===== src/rtl/stream_dispatch.sv =====
// stream_dispatch: valid/ready front end that routes each word to one of
// 2**sel_bits one-entry output slots with independent back-pressure.
module stream_dispatch #(
  parameter int data_bits = 8,
  parameter int sel_bits  = 2,
  localparam int N = 1 << sel_bits
) (
  input  logic                           clk,
  input  logic                           rst,
  input  logic [data_bits-1:0]           in_data,
  input  logic [sel_bits-1:0]            in_dest,
  input  logic                           in_valid,
  output logic                           in_ready,
  output logic [N-1:0][data_bits-1:0]    out_data,
  output logic [N-1:0]                   out_valid,
  input  logic [N-1:0]                   out_ready,
  output logic [sel_bits:0]              occupancy
);

  logic [N-1:0][data_bits-1:0] data_q, data_d;
  logic [N-1:0]                valid_q, valid_d;
  logic [sel_bits:0]           occ_q, occ_d;
  logic                        take;

  // Only the addressed slot gates acceptance; in_valid is never involved.
  assign in_ready = !rst &&
    (!valid_q[in_dest] || out_ready[in_dest]);
  assign take = in_valid && in_ready;

  always_comb begin
    valid_d = valid_q;
    data_d  = data_q;
    occ_d   = '0;
    for (int i = 0; i < N; i++) begin
      if (valid_q[i] && out_ready[i]) begin
        valid_d[i] = 1'b0;
      end
      if (take && (in_dest == sel_bits'(i))) begin
        valid_d[i] = 1'b1;
        data_d[i]  = in_data;
      end
    end
    for (int i = 0; i < N; i++) begin
      occ_d = occ_d + {{sel_bits{1'b0}}, valid_d[i]};
    end
  end

  always_ff @(posedge clk) begin
    if (rst) begin
      data_q  <= '0;
      valid_q <= '0;
      occ_q   <= '0;
    end else begin
      data_q  <= data_d;
      valid_q <= valid_d;
      occ_q   <= occ_d;
    end
  end

  assign out_data  = data_q;
  assign out_valid = valid_q;
  assign occupancy = occ_q;

endmodule


===== config.mk =====
export PLATFORM = sky130hd
export DESIGN_NAME = stream_dispatch
export DESIGN_NICKNAME = d
export VERILOG_FILES = /design/src/rtl/stream_dispatch.sv
export SDC_FILE = /design/constraint.sdc
export NUM_CORES = 1
export LEC_CHECK = 0
export BUFFER_PORTS_ARGS = -buffer_cell sky130_fd_sc_hd__buf_4
export CAP_MARGIN = 20
export CORE_MARGIN = 8
export CORE_UTILIZATION = 25
export DETAILED_ROUTE_END_ITERATION = 12
export GPL_ROUTABILITY_DRIVEN = 0
export HOLD_SLACK_MARGIN = 0.02
export RECOVER_POWER = 25
export SETUP_SLACK_MARGIN = 0.3
export SYNTH_ARGS = -nofsm -noshare
export SYNTH_HDL_FRONTEND = slang
export SYNTH_SLANG_ARGS = --single-unit

===== constraint.sdc =====
create_clock -name clk -period 3.54 [get_ports clk]
set_input_delay 0.531 -clock clk [delete_from_list [all_inputs] [get_ports clk]]
set_output_delay 0.531 -clock clk [all_outputs]
set_load 0.05 [all_outputs]

==> run summary <==
layout net count -> 257
antenna violations before repair -> 0
H-Tree Depth -> 2
Root Buffer -> clkbuf_8
largest net degree at the start of global routing -> 39
hold_buf cts -> 0
Die Height -> 100 um
mean post-synth cell area -> 9.07 um^2
maxcap violations -> 0
Core Area -> 6830 um^2
DR vias/cell -> 5.09
Lkg Pwr -> 0.894 nW
share of layout cells above drive strength 1 -> 0.231
count leader, synth -> dfxtp_1
EDFF count, synth -> 0
Num CTS Buffers -> 5
initial DRC count -> 89
Placed Area -> 2220 um^2
Rel. slew slack -> 0.378
Yosys cell types -> 27
die width -> 100 um
max-slew violations -> 0
FILL cells -> 767
Post-Syn Area -> 1770 um^2
Worst-path clk slew -> 0.07 ns
I/O Buffers -> 56
Routed Antenna Nets -> 0
Max Clock Freq -> 0.389 GHz
vias -> 1700
first-pass GRT wire length -> 8.79 mm
Final HPWL DP -> 3.99 mm
DRC -> 0
hold slack -> 0.467 ns
post-route cell area -> 2260 um^2
CP arrival -> 2.76 ns
outcome -> complete, no violations
sequential share of the synthesized area -> 0.442
cell accounting for the most synthesized area -> dfxtp_1
type of the worst setup path -> input pin to flip-flop
ranking of synthesized cells by area -> dfxtp_1 (44%), nand4_1 (11%), o31ai_1 (6.8%)
area grow syn2layout -> 27.7%
final setup violation count -> 0
PwrDens -> 417 nW/um^2
vias in the first global route -> 1619
Peak VDD IR -> 0.000186 V
Fin. Hold Viols -> 0
CTS tree -> built
Setup TNS -> 0 ns
ys async rst share -> 0
Most used DFF post-synth -> dfxtp_1
Pwr Total -> 0.000942 W
Mapped Cells -> 195
worst-skew pair later-pin latency -> 0.29 ns
Post-synth top cells -> dfxtp_1 (39), nand4_1 (32), a21oi_1 (20)
HP Class -> flip-flop to flip-flop
CP Data Required Time -> 3.73 ns
CTS resizes -> 0
fin crit period -> 2.57 ns
Clock Skew -> 0.00426 ns
Register-to-Register Path Depth -> 6
Die Area -> 10000 um^2
Sink Count -> 39
worst slew pin tran -> 0.929 ns
total grt overflow -> 0
io pins -> 57
clock buffer depth -> 2
final WL -> 5.61 mm
post-synthesis register bit count -> 39
Synth top area share -> 0.442
Critical Path End Type -> flip-flop
yosys warns -> 0
initial core utilization -> 0.259
wire per inst -> 16.8 um
CP max FO -> 38
setup repair bufs after CTS -> 0
type of origin of the critical path -> input pin
unrepaired setup endpoints after global routing -> false
hold path depth -> 2
Placement Rows -> 30
period utilization -> 0.726
Detailed Routing Iterations Pass 1 -> 4
Synthesized Nets -> 215
ANT cells -> 0
Total GRT Usage -> 0.112
sequential cells by signal, summed over array words and instances, names as in the netlist:
signal,count
occupancy,3
out_data,32
out_valid,4
cell families after synthesis:
kind of cell	Yosys count	synth area share
adder cells (fa/ha/maj)	3	0.0255
flip-flops	39	0.442
AO/OA/AOI/OAI	56	0.219
multiplexers	1	0.0127
buffers and inverters	28	0.0764
AND/OR/NAND/NOR	68	0.224
stage by stage:
stage	instances	setup slack, ns	utilization
after detailed placement	326	0.723	0.325
after global placement	326	0.746	0.325
final	334	0.971	0.331
after floorplan	195	0.877	-
after global routing	334	0.829	0.331
after CTS	334	1.01	0.339
final timing paths:
path / from / to / slack (ns)
worst max-delay path: in_dest[0] / occupancy[1] / 0.97
worst min-delay path: out_data[0] / out_data[0] / 0.47
worst max register to register: out_valid[0] / occupancy[1] / 1.44
worst min register to register: out_data[0] / out_data[0] / 0.47
worst max-delay path, stage by stage:
cell and delay (ns):
buf_4 0.33, clkinv_1 0.15, clkbuf_1 0.31, o21ai_0 0.32
fa_1 0.48, ha_1 0.20, ha_1 0.28, and2b_1 0.16
power by group:
| group | switching [W] | internal [W] | total (W) |
|---|---|---|---|
| registers | 0.00000726 | 0.000452 | 0.000459 |
| logic | 0.000112 | 0.0000428 | 0.000155 |
| clock network | 0.000150 | 0.000178 | 0.000327 |
placed cells by master (no fill, tap or decap):
| cell type | instances |
|---|---|
| clkinv_1 | 1 |
| and3b_1 | 1 |
| inv_1 | 1 |
| nand2b_1 | 4 |
| fa_1 | 1 |
| a21oi_1 | 20 |
| o311ai_2 | 1 |
| clkbuf_8 | 7 |
| o311ai_1 | 7 |
| ha_1 | 2 |
| and2b_1 | 1 |
| nand2_1 | 16 |
| buf_4 | 45 |
| nand4_1 | 32 |
| nor2b_1 | 6 |
| or3b_1 | 1 |
| o21ai_0 | 4 |
| nor2_1 | 1 |
| mux4_2 | 1 |
| nor3b_2 | 1 |
| nand3_1 | 2 |
| nand3b_1 | 3 |
| clkbuf_1 | 17 |
| o311ai_0 | 8 |
| o31ai_1 | 16 |
| dfxtp_1 | 39 |
per-layer routing:
layer  part of all wire  vias to the layer above  track usage  wire length, um
met5                  0                        -            0                0
met4              0.013                        0       0.0407               74
met3              0.076                        8       0.0346              425
met2               0.44                       59        0.163             2490
met1               0.47                      799        0.151             2620
li1                   -                      834            -                -
cell type report:
type                    count  area, um^2  share of cell area
flip-flops and latches     39         781               0.346
repair buffers             61         398               0.176
multi-input cells         128         852               0.377
inverters                   2        7.51             0.00332
clock buffers               8         100              0.0443
well taps                  96         120              0.0532
Note: power is estimated with default switching activity, not from simulation.
